`src/rtl/fetch_stage.sv`:
```
// RV32I IF stage with IF/ID register: owns the PC, issues one-outstanding imem fetches,
// and exposes decode fields. Define FETCH_PERF_CNT_EN to add fetched/dropped counters.
module fetch_stage #(
   parameter int unsigned     XLEN      = 32,
   parameter logic [XLEN-1:0] RESET_PC  = '0,
   parameter logic [31:0]     NOP_INSTR = 32'h0000_0013
) (
   input  logic            clk,
   input  logic            rst_n,
   input  logic            stall,
   input  logic            flush,
   input  logic            pc_sel,
   input  logic [XLEN-1:0] branch_target,
   output logic            imem_req,
   output logic [XLEN-1:0] imem_addr,
   input  logic            imem_gnt,
   input  logic            imem_rvalid,
   input  logic [31:0]     imem_rdata,
   output logic            if_id_valid,
   output logic [XLEN-1:0] if_id_pc,
   output logic [31:0]     if_id_instr,
   output logic [6:0]      opcode,
   output logic [2:0]      funct3,
   output logic [6:0]      funct7,
   output logic [4:0]      rs1,
   output logic [4:0]      rs2,
   output logic [4:0]      rd
`ifdef FETCH_PERF_CNT_EN
   ,
   output logic [31:0]     perf_fetched,
   output logic [31:0]     perf_dropped
`endif
);

   typedef enum logic [1:0] {IDLE, REQ, RESP, DROP} state_e;

   state_e            state_q, state_d;
   logic [XLEN-1:0]   pc_q, pc_d;
   logic              skid_valid_q, skid_valid_d;
   logic [XLEN-1:0]   skid_pc_q, skid_pc_d;
   logic [31:0]       skid_instr_q, skid_instr_d;
   logic              if_id_valid_q, if_id_valid_d;
   logic [XLEN-1:0]   if_id_pc_q, if_id_pc_d;
   logic [31:0]       if_id_instr_q, if_id_instr_d;

   logic              redirect;
   logic              resp_word;
   logic [XLEN-1:0]   target_pc;
   logic              unused_target_lsbs;

   assign redirect  = pc_sel | flush;
   assign resp_word = (state_q == RESP) && imem_rvalid;
   assign target_pc = {branch_target[XLEN-1:2], 2'b00};
   // Low target bits vanish in word alignment.
   assign unused_target_lsbs = ^branch_target[1:0];

   assign imem_req  = (state_q == REQ) && !(stall && skid_valid_q);
   assign imem_addr = pc_q;

   always_comb begin
      // NOTE: every always_comb output gets a default first so no path can infer a latch.
      state_d       = state_q;
      pc_d          = pc_q;
      skid_valid_d  = skid_valid_q;
      skid_pc_d     = skid_pc_q;
      skid_instr_d  = skid_instr_q;
      if_id_valid_d = if_id_valid_q;
      if_id_pc_d    = if_id_pc_q;
      if_id_instr_d = if_id_instr_q;

      case (state_q)
         IDLE: state_d = REQ;
         REQ:  if (imem_req && imem_gnt) state_d = redirect ? DROP : RESP;
         RESP: begin
            if (imem_rvalid) begin
               state_d = REQ;
               if (!redirect) pc_d = pc_q + XLEN'(4);
            end else if (redirect) begin
               state_d = DROP;
            end
         end
         DROP: if (imem_rvalid) state_d = REQ;
         default: state_d = IDLE;
      endcase

      // A flush alone keeps the PC, so the discarded word is fetched again.
      if (pc_sel) pc_d = target_pc;

      if (redirect) begin
         if_id_valid_d = 1'b0;
         if_id_instr_d = NOP_INSTR;
         skid_valid_d  = 1'b0;
      end else if (stall) begin
         if (resp_word) begin
            skid_valid_d = 1'b1;
            skid_pc_d    = pc_q;
            skid_instr_d = imem_rdata;
         end
      end else if (skid_valid_q) begin
         if_id_valid_d = 1'b1;
         if_id_pc_d    = skid_pc_q;
         if_id_instr_d = skid_instr_q;
         skid_valid_d  = 1'b0;
      end else if (resp_word) begin
         if_id_valid_d = 1'b1;
         if_id_pc_d    = pc_q;
         if_id_instr_d = imem_rdata;
      end else begin
         // Decode consumed the previous word; present a bubble.
         if_id_valid_d = 1'b0;
         if_id_instr_d = NOP_INSTR;
      end
   end

   always_ff @(posedge clk or negedge rst_n) begin
      if (!rst_n) begin
         state_q       <= IDLE;
         pc_q          <= RESET_PC;
         skid_valid_q  <= 1'b0;
         skid_pc_q     <= '0;
         skid_instr_q  <= NOP_INSTR;
         if_id_valid_q <= 1'b0;
         if_id_pc_q    <= '0;
         if_id_instr_q <= NOP_INSTR;
      end else begin
         // NOTE: non-blocking assignments so every flop samples pre-edge values.
         state_q       <= state_d;
         pc_q          <= pc_d;
         skid_valid_q  <= skid_valid_d;
         skid_pc_q     <= skid_pc_d;
         skid_instr_q  <= skid_instr_d;
         if_id_valid_q <= if_id_valid_d;
         if_id_pc_q    <= if_id_pc_d;
         if_id_instr_q <= if_id_instr_d;
      end
   end

   assign if_id_valid = if_id_valid_q;
   assign if_id_pc    = if_id_pc_q;
   assign if_id_instr = if_id_instr_q;
   assign opcode      = if_id_instr_q[6:0];
   assign funct3      = if_id_instr_q[14:12];
   assign funct7      = if_id_instr_q[31:25];
   assign rs1         = if_id_instr_q[19:15];
   assign rs2         = if_id_instr_q[24:20];
   assign rd          = if_id_instr_q[11:7];

`ifdef FETCH_PERF_CNT_EN
   logic        fetch_inc, drop_inc;
   logic [31:0] perf_fetched_q, perf_fetched_d;
   logic [31:0] perf_dropped_q, perf_dropped_d;

   always_comb begin
      fetch_inc      = !redirect && !stall && (skid_valid_q || resp_word);
      drop_inc       = imem_rvalid && ((state_q == DROP) || ((state_q == RESP) && redirect));
      perf_fetched_d = perf_fetched_q + {31'd0, fetch_inc};
      perf_dropped_d = perf_dropped_q + {31'd0, drop_inc};
   end

   always_ff @(posedge clk or negedge rst_n) begin
      if (!rst_n) begin
         perf_fetched_q <= '0;
         perf_dropped_q <= '0;
      end else begin
         perf_fetched_q <= perf_fetched_d;
         perf_dropped_q <= perf_dropped_d;
      end
   end

   assign perf_fetched = perf_fetched_q;
   assign perf_dropped = perf_dropped_q;
`endif

endmodule

```
`config.mk`:
```
export PLATFORM = sky130hd
export DESIGN_NAME = fetch_stage
export DESIGN_NICKNAME = d
export VERILOG_FILES = /design/src/rtl/fetch_stage.sv
export SDC_FILE = /design/constraint.sdc
export NUM_CORES = 1
export LEC_CHECK = 0
export ABC_AREA = 1
export CELL_PAD_IN_SITES_DETAIL_PLACEMENT = 0
export CELL_PAD_IN_SITES_GLOBAL_PLACEMENT = 1
export CORE_ASPECT_RATIO = 2
export CORE_MARGIN = 1.5
export CORE_UTILIZATION = 32
export CTS_CLUSTER_DIAMETER = 60
export DETAILED_ROUTE_END_ITERATION = 6
export PLACE_DENSITY_LB_ADDON = 0.25
export SYNTH_ARGS = -nofsm -noshare
export SYNTH_HDL_FRONTEND = slang
export SYNTH_SLANG_ARGS = --single-unit
export TNS_END_PERCENT = 20
```
`constraint.sdc`:
```
create_clock -name clk -period 1.8 [get_ports clk]
set_clock_uncertainty 0.2 [all_clocks]
set_input_delay 0.45 -clock clk [delete_from_list [all_inputs] [get_ports clk]]
set_output_delay 0.45 -clock clk [all_outputs]
set_load 0.02 [all_outputs]
```
==> results.sh, run 1 <==
export IMPL_grt_pass1_wl_microns=40540
export IMPL_cts_sinks=158
export IMPL_r2r_end="skid_instr_q[10]$_DFFE_PN0P_"
export IMPL_clk_pin_slew_worst_paths_ns=0.06
export IMPL_slew_viol_final=0
export IMPL_fin_nets=1294
export IMPL_cts_htree_levels=4
export IMPL_syn_instance_count=961
export IMPL_clock_latency_ns=0.44
export IMPL_gr_total_overflow=0
export IMPL_drt_iter0_markers=467
export IMPL_cts_max_path_buffers=2
export IMPL_die_width_microns=113.6
export IMPL_multiInputGateArea_sq_mm=0.003189
export IMPL_grt_pass1_vias=7269
export IMPL_worstSetupEndpointType="primary output"
export IMPL_drv_cap=0
export IMPL_critPathLaunch="state_q[1]$_DFFE_PN0P_"
export IMPL_ir_drop_mv=0.4991
export IMPL_r2r_cells=8
export IMPL_dieArea_sq_mm=0.02548
export IMPL_critPathLaunchType="flip-flop"
export IMPL_synth_top_flop_cell="dfrtp_1"
export IMPL_place_congestion=0.8557
export IMPL_fillers=2444
export IMPL_path_class="reg2out"
export IMPL_ys_types=35
export IMPL_cts_root_buffer="clkbuf_16"
export IMPL_wire_per_inst_microns=17.48
export IMPL_syn_avg_cell_area_sq_um=8.152
export IMPL_syn2layout_area_growth_pct=42.23
export IMPL_layout_drive_gt1_share_pct=28.65
export IMPL_synth_edf_count=0
export IMPL_final_min_clock_period_ns=1.979
export IMPL_grt_max_degree=83
export IMPL_total_power_w=0.01213
export IMPL_fin_setup_tns_ns=-3.367
export IMPL_syn_area_sq_mm=0.007834
export IMPL_ios=201
export IMPL_rr_startpoint="state_q[1]$_DFFE_PN0P_"
export IMPL_totalWireLength_microns=26550
export IMPL_timing_fmax_mhz=505.3
export IMPL_antenna_found_initial=0
export IMPL_finalSetupViolations=55
export IMPL_grtUsageTotal_pct=20.92
export IMPL_worstPathRequired_ns=1.15
export IMPL_hold_violations=0
export IMPL_crit_fanout=2
export IMPL_ant_nets=0
export IMPL_failed_checks="negative setup slack"
export IMPL_holdWs_ns=0.2643
export IMPL_synth_yosys_seq_area_share_pct=50.57
export IMPL_vias_per_cell=4.848
export IMPL_antenna_cells=0
export IMPL_place_hpwl_microns=18600
export IMPL_r2r_slack_ns=-0.13
export IMPL_std_cell_rows=80
export IMPL_dr_total_vias=7364
export IMPL_regArea_sq_mm=0.003980
export IMPL_cts_tree="built"
export IMPL_finalCritPeriodShare_pct=110.0
export IMPL_ys_seq_elements=158
export IMPL_p_leak_nw=5.351
export IMPL_die_height_microns=224.3
export IMPL_cts_buffers_inserted=17
export IMPL_power_per_cell_area_mw_per_mm2=1088
export IMPL_yosysWarnings=0
export IMPL_portBuffers=194
export IMPL_hp_class="in2async"
export IMPL_drt_pass1_iter_count=5
export IMPL_rsz0062_at_grt="true"
export IMPL_start_util_pct=32.75
export IMPL_cp_arrival_ns=1.33
export IMPL_outcome="finished, violations left"
export IMPL_core_area_sq_mm=0.02392
export IMPL_drcViolationCount=0
export IMPL_dp_slack_ns=-0.5276
export IMPL_async_flop_share_pct=100.0
export IMPL_setup_slack_ns=-0.1792
==> layer usage <==
layer / global-route usage, % / routed length, microns
met1: 22.41 / 9851
met2: 39.12 / 14640
met3: 3.719 / 1028
met4: 9.597 / 1036
met5: 0 / 0
==> state kept, by name, summed over array words and instances (netlist names) <==
signal	cells
skid_pc_q	30
skid_instr_q	32
if_id_valid	1
if_id_pc	30
imem_addr	30
if_id_instr	32
skid_valid_q	1
state_q	2
==> layout by cell type (no fill, tap or decap), drive strengths merged <==
| cell type | count |
|---|---|
| clkdlybuf4s15 | 35 |
| o21bai | 4 |
| clkinvlp | 1 |
| a21oi | 38 |
| clkinv | 7 |
| buf | 156 |
| a31oi | 31 |
| nand3 | 43 |
| mux2 | 16 |
| conb | 4 |
| nor3 | 21 |
| xnor2 | 1 |
| dfstp | 6 |
| ha | 4 |
| dlygate4sd3 | 1 |
| o21ai | 89 |
| clkdlybuf4s50 | 66 |
| o21a | 1 |
| clkbuf | 78 |
| a211oi | 1 |
| xor2 | 8 |
| a41oi | 3 |
| dlygate4sd2 | 1 |
| and2 | 2 |
| dfrtp | 152 |
| nand2 | 276 |
| inv | 78 |
| o221ai | 2 |
| nor2 | 102 |
| nand4 | 2 |
| o211ai | 3 |
==> critical path: stages (launching register included) <==
cell	delay (ns)
dfrtp_1	0.39
inv_2	0.08
ha_4	0.13
inv_2	0.03
a21oi_2	0.13
buf_6	0.14
==> through the flow <==
stage / cell area [sq um] / std cells / utilization, %
after floorplan: 7849 / 964 / -
after global placement: 10570 / 1465 / 44.18
after detailed placement: 10570 / 1465 / 44.18
after CTS: 11300 / 1512 / 47.22
after global routing: 11140 / 1519 / 46.57
final: 11140 / 1519 / 46.57
==> logic make-up after synthesis <==
kind of cell	Yosys count	synth area share, %
DFF	158	50.57
AOI/OAI and AO/OA	172	12.01
other	1	0.04787
muxes	16	2.300
buffers and inverters	155	10.03
adders and majority gates	4	0.6389
and+or+nand+nor	446	23.40
xor gates and xnor gates	9	1.006
==> worst max-delay path by stage <==
stage / to / slack (ns)
CTS: imem_req / -0.19
global placement: imem_req / -0.50
finish: imem_req / -0.18
global route: imem_req / -0.25
floorplan: imem_addr[12]$_DFFE_PN0P_ / -0.02
detailed placement: imem_req / -0.53
==> cell type report <==
| class | instances | area share [%] |
|---|---|---|
| Clock buffer | 19 | 4.065 |
| Clock inverter | 13 | 0.9433 |
| Inverter | 73 | 2.459 |
| Multi-Input combinational cell | 651 | 28.62 |
| Sequential cell | 158 | 35.72 |
| Tap cell | 287 | 3.223 |
| Timing Repair Buffer | 318 | 24.96 |
==> synth_stat cells (all sizes together) (6+ instances only) <==
cell	n	area, sq um
a21oi	38	190.2
a31oi	31	193.9
buf	55	410.4
clkbuf	27	101.4
dfrtp	152	3804
dfstp	6	157.7
inv	72	270.3
mux2	16	180.2
nand2	276	1056
nand3	43	215.2
nor2	102	431.7
nor3	21	105.1
o21ai	89	445.4
xor2	8	70.07
==> report_power, final <==
part           internal (W)  total (W)  switching [W]
Combinational       0.00161    0.00357        0.00196
Clock               0.00187    0.00347        0.00161
Sequential          0.00452    0.00509       0.000569
==> what timing repair did <==
item,in CTS,in global routing
setup endpoints to repair,264,225
hold buffers,1,0
gates resized for setup,393,89
gates cloned,0,3
buffers inserted,14,4
endpoints found under the hold margin,21,0
pin swaps,2,5
Note: power is estimated with default switching activity, not from simulation.
==> inputs of run 2 (changes only) <==
- PLACE_DENSITY: default -> 0.8
- PLACE_DENSITY_LB_ADDON: 0.25 -> default
==> results.sh, run 2 (synthesis results as in run 1) <==
export IMPL_outcome="finished, violations left"
export IMPL_failed_checks="negative setup slack"
export IMPL_antenna_found_initial=0
export IMPL_finalSetupViolations=49
export IMPL_grt_pass1_vias=7286
export IMPL_internal_power_w=0.008701
export IMPL_final_common_cell="nand2_1"
export IMPL_clock_power_share_pct=31.8
export IMPL_hold_violations=0
export IMPL_critPathTopFamily="flip-flops"
export IMPL_cts_root_buffer="clkbuf_16"
export IMPL_cts_max_path_buffers=2
export IMPL_place_hpwl_microns=18500
export IMPL_drv_cap=0
export IMPL_cts_tree="built"
export IMPL_portBuffers=194
export IMPL_worstPathRequired_ns=1.15
export IMPL_fin_setup_tns_ns=-2.694
export IMPL_ant_nets=0
export IMPL_grt_max_degree=71
export IMPL_start_util_pct=32.75
export IMPL_crit_buf_inv=3
export IMPL_r2r_cells=11
export IMPL_dr_total_vias=7407
export IMPL_timing_fmax_mhz=504.2
export IMPL_cts_sinks=158
export IMPL_p_leak_nw=5.327
export IMPL_final_cell_mix="nand2_1, dfrtp_1, nor2_1, buf_4, o21ai_0"
export IMPL_cts_htree_levels=4
export IMPL_p_switching_w=0.004136
export IMPL_rsz0062_at_grt="true"
export IMPL_grtUsageTotal_pct=20.62
export IMPL_hp_class="in2async"
export IMPL_die_height_microns=224.3
export IMPL_grt_pass1_wl_microns=39900
export IMPL_cts_buffers_inserted=17
export IMPL_slew_viol_final=0
export IMPL_crit_fanout=2
export IMPL_antenna_cells=0
export IMPL_crit_chain="inv_2 > ha_4 > inv_2 > a21oi_2 > buf_6"
export IMPL_clock_latency_ns=0.44
export IMPL_comb_power_share_pct=28.4
export IMPL_rr_startpoint="state_q[0]$_DFFE_PN0P_"
export IMPL_drcViolationCount=0
export IMPL_netSwitchingFraction_pct=32.22
export IMPL_ir_drop_mv=0.5730
export IMPL_gr_total_overflow=0
export IMPL_std_cell_rows=80
export IMPL_totalWireLength_microns=26850
export IMPL_setup_slack_ns=-0.1835
export IMPL_place_congestion=0.8806
export IMPL_cp_slowest_cell="dfrtp_1"
export IMPL_final_min_clock_period_ns=1.983
export IMPL_finalCritPeriodShare_pct=110.2
export IMPL_dieArea_sq_mm=0.02548
export IMPL_critPathLaunchType="flip-flop"
export IMPL_drt_iter0_markers=487
export IMPL_cp_arrival_ns=1.33
export IMPL_holdWs_ns=0.2375
export IMPL_r2r_slack_ns=-0.10
export IMPL_cp_common_cell="inv_2"
export IMPL_clk_pin_slew_worst_paths_ns=0.06
export IMPL_power_per_cell_area_mw_per_mm2=1129
export IMPL_layout_drive_gt1_share_pct=29.10
export IMPL_fin_cells=1507
export IMPL_die_width_microns=113.6
export IMPL_dp_cells=1451
export IMPL_crit_path_max_incr_delay_ns=0.38
export IMPL_ios=201
export IMPL_seqPwrFrac_pct=39.8
export IMPL_worstSetupEndpointType="primary output"
export IMPL_syn2layout_area_growth_pct=45.12
export IMPL_core_area_sq_mm=0.02392
export IMPL_path_class="reg2out"
export IMPL_wire_per_inst_microns=17.81
export IMPL_vias_per_cell=4.915
export IMPL_r2r_end="if_id_pc[8]$_DFFE_PN0P_"
export IMPL_drt_pass1_iter_count=4
export IMPL_fin_nets=1282
==> run 2: cell types whose count changed in the layout (fill, tap and decap cells not counted), moves of 6 or more <==
| cell | previous run | this run |
|---|---|---|
| buf_4 | 99 | 84 |
| clkdlybuf4s15_2 | 31 | 38 |
| clkbuf_2 | 56 | 47 |
| o21ai_0 | 75 | 69 |
==> run 2: stage by stage <==
stage	setup slack (ns)	utilization, %	total power (W)	area, sq um
after detailed placement	-0.5222	43.73	0.008823	10460
final	-0.1835	47.52	0.01284	11370
after floorplan	-0.01841	-	0.006890	7849
after CTS	-0.1869	47.25	0.01286	11300
after global placement	-0.5086	43.73	0.008722	10460
after global routing	-0.2428	47.52	0.01351	11370
==> run 2: worst max path at each step <==
stage / slack (ns) / to / depth (start not counted) / start
2_1_floorplan: -0.02 / imem_addr[12]$_DFFE_PN0P_ / 8 / imem_addr[3]$_DFFE_PN0P_
3_3_place_gp: -0.51 / imem_req / 3 / stall
3_5_place_dp: -0.52 / imem_req / 3 / stall
4_1_cts: -0.19 / imem_req / 5 / state_q[1]$_DFFE_PN0P_
5_1_grt: -0.24 / imem_req / 5 / state_q[1]$_DFFE_PN0P_
6_report: -0.18 / imem_req / 5 / state_q[1]$_DFFE_PN0P_
==> run 2: area by class of cell <==
type | instances | area [sq um]
sequential | 158 | 3983
fill | 2357 | 12550
tap | 287 | 359.1
multi-input combinational | 651 | 3257
clock buffer | 19 | 452.9
clock inverter | 13 | 212.7
inverter | 73 | 286.5
timing repair buffer | 306 | 2818
==> run 2: what timing repair did <==
| item | 4_1_cts | 5_1_grt |
|---|---|---|
| endpoints found under the hold margin | 105 | 0 |
| resized for setup | 404 | 106 |
| pin swaps | 5 | 6 |
| hold buffers | 1 | 0 |
| cloned | 1 | 6 |
| setup buffers | 9 | 8 |
| setup endpoints to repair | 275 | 200 |
==> run 2: routing by layer <==
layer	vias to the layer above	part of all wire [%]	wire (microns)	global-route usage, %
met5	-	0	0	0
met4	0	4.5	1198	10.04
met3	54	3.0	806	3.449
met2	209	56	15010	39.10
met1	3574	37	9829	21.49
li1	3570	-	-	-
==> run 2: power groups by stage <==
stage,registers (W),clock network [W],logic [W]
after CTS,0.00510,0.00415,0.00361
after global routing,0.00523,0.00430,0.00397
after global placement,0.00513,0,0.00360
final,0.00511,0.00408,0.00365
after detailed placement,0.00516,0,0.00367
after floorplan,0.00555,0,0.00134
==> inputs of run 3 (changes only) <==
- CORE_UTILIZATION: 32 -> 39
- PLACE_DENSITY: 0.8 -> 0.9
- clock period: 1.8 -> 2.55 ns (I/O delays scaled with it)
==> results.sh, run 3 (synthesis results as in run 1) <==
export IMPL_outcome="complete, no violations"
export IMPL_antenna_cells=0
export IMPL_power_per_cell_area_mw_per_mm2=802.0
export IMPL_timing_fmax_mhz=405.4
export IMPL_cts_root_buffer="clkbuf_16"
export IMPL_grt_max_degree=83
export IMPL_cp_arrival_ns=1.63
export IMPL_syn2layout_area_growth_pct=34.28
export IMPL_hp_class="reg2reg"
export IMPL_p_switching_w=0.002775
export IMPL_layout_drive_gt1_share_pct=9.641
export IMPL_cts_max_path_buffers=2
export IMPL_clock_power_share_pct=29.2
export IMPL_p_leak_nw=4.696
export IMPL_relSlewSlack_pct=41.14
export IMPL_start_util_pct=39.52
export IMPL_core_area_sq_mm=0.01982
export IMPL_drt_pass1_iter_count=5
export IMPL_drcViolationCount=0
export IMPL_hold_violations=0
export IMPL_antenna_found_initial=0
export IMPL_worstSetupEndpointType="primary output"
export IMPL_cts_setup_buffers=0
export IMPL_netSwitchingFraction_pct=32.90
export IMPL_fin_util_pct=53.07
export IMPL_placed_area_sq_mm=0.009946
export IMPL_min_from="skid_pc_q[15]$_DFFE_PN0P_"
export IMPL_place_congestion=0.8862
export IMPL_rsz0062_at_grt="false"
export IMPL_die_height_microns=203.4
export IMPL_std_cell_rows=73
export IMPL_path_class="reg2out"
export IMPL_wire_per_inst_microns=15.90
export IMPL_crit_chain="clkdlybuf4s50_1"
export IMPL_internal_power_w=0.005661
export IMPL_critPathLaunchType="flip-flop"
export IMPL_place_hpwl_microns=16500
export IMPL_grt_pass1_wl_microns=35640
export IMPL_ios=201
export IMPL_totalWireLength_microns=22310
export IMPL_worstPathRequired_ns=1.71
export IMPL_final_common_cell="nand2_1"
export IMPL_grt_pass1_vias=6996
export IMPL_crit_buf_inv=1
export IMPL_final_area_sq_mm=0.01052
export IMPL_dieArea_sq_mm=0.02100
export IMPL_fin_nets=1203
export IMPL_cts_tree="built"
export IMPL_ir_drop_mv=0.4316
export IMPL_die_width_microns=103.2
export IMPL_cts_htree_levels=4
export IMPL_ant_nets=0
export IMPL_finalCritPeriodShare_pct=96.73
export IMPL_crit_fanout=6
export IMPL_slew_viol_final=0
export IMPL_drv_cap=0
export IMPL_crit_path_max_incr_delay_ns=0.67
export IMPL_seqPwrFrac_pct=42.8
export IMPL_critPathLaunch="imem_addr[23]$_DFFE_PN0P_"
export IMPL_comb_power_share_pct=28.0
export IMPL_vias_per_cell=4.947
export IMPL_final_cell_mix="nand2_1, clkdlybuf4s50_1, dfrtp_1, nor2_1, o21ai_0"
export IMPL_cts_buffers_inserted=17
export IMPL_cts_sinks=158
export IMPL_cp_slowest_cell="clkdlybuf4s50_1"
export IMPL_dr_total_vias=6940
export IMPL_gr_total_overflow=0
export IMPL_holdWs_ns=0.2837
export IMPL_fillers=1927
export IMPL_worst_pin_slew_ns=0.8829
export IMPL_final_min_clock_period_ns=2.467
export IMPL_critPathTopFamily="buffers and inverters"
export IMPL_clock_latency_ns=0.43
export IMPL_clk_pin_slew_worst_paths_ns=0.06
export IMPL_finalSetupViolations=0
export IMPL_rr_startpoint="state_q[0]$_DFFE_PN0P_"
export IMPL_portBuffers=194
export IMPL_grtUsageTotal_pct=22.28
export IMPL_drt_iter0_markers=279
run 3: cell count changes in the layout (fill, tap and decap cells not counted), moves of 11 or more:
cell / previous run / this run
dfrtp_1: 135 / 151
buf_4: 84 / 24
dfrtp_2: 17 / 1
buf_6: 13 / 1
clkbuf_2: 47 / 0
clkdlybuf4s50_1: 66 / 192
o21ai_1: 19 / 8
o21ai_0: 69 / 81
buf_2: 26 / 1
clkdlybuf4s15_2: 38 / 0
run 3: worst paths after layout:
| path | to | slack [ns] | depth (start not counted) |
|---|---|---|---|
| min reg2reg | skid_pc_q[15]$_DFFE_PN0P_ | 0.28 | 2 |
| min | skid_pc_q[15]$_DFFE_PN0P_ | 0.28 | 2 |
| max reg2reg | imem_addr[25]$_DFFE_PN0P_ | 0.49 | 11 |
| max | imem_addr[23] | 0.08 | 1 |
| max in group asynchronous | if_id_instr[4]$_DFFE_PN1P_ | 0.97 | 3 |
| min in group asynchronous | if_id_instr[18]$_DFFE_PN0P_ | 0.50 | 2 |
run 3: what timing repair did:
| item | CTS | global route |
|---|---|---|
| hold buffers | 1 | 0 |
| endpoints found under the hold margin | 37 | 0 |
| gates resized for setup | 3 | 2 |
| endpoints found under the setup margin | 1 | 1 |
run 3: final cells by class:
cell class                      instances  area (sq um)  area share, %
Clock buffer                           18         429.2          4.080
Sequential cell                       158          3963          37.67
Tap cell                              262         327.8          3.116
Clock inverter                         14         136.4          1.297
Multi-Input combinational cell        651          3100          29.48
Timing Repair Buffer                  227          2288          21.76
Inverter                               73         274.0          2.605
run 3: per-stage QoR:
step | TNS (ns) | std cells | worst slack [ns] | total power [W]
3_3_place_gp | -0.1730 | 1370 | -0.1730 | 0.005986
4_1_cts | 0 | 1403 | 0.03233 | 0.008541
2_1_floorplan | 0 | 964 | 0.6695 | 0.004860
3_5_place_dp | -0.1837 | 1370 | -0.1776 | 0.006066
5_1_grt | 0 | 1403 | 0.04570 | 0.008917
6_report | 0 | 1403 | 0.08336 | 0.008436
run 3: power groups by stage:
| stage | logic (W) | clock network [W] | registers [W] |
|---|---|---|---|
| floorplan | 0.000939 | 0 | 0.00392 |
| global placement | 0.00236 | 0 | 0.00363 |
| detailed placement | 0.00240 | 0 | 0.00366 |
| CTS | 0.00241 | 0.00251 | 0.00362 |
| global route | 0.00261 | 0.00261 | 0.00370 |
| finish | 0.00236 | 0.00246 | 0.00361 |
run 3: per-layer routing:
layer / global-route usage, % / share of wire (%)
met1: 24.12 / 37
met2: 40.91 / 55
met3: 3.427 / 3.8
met4: 10.76 / 3.9
met5: 0 / 0
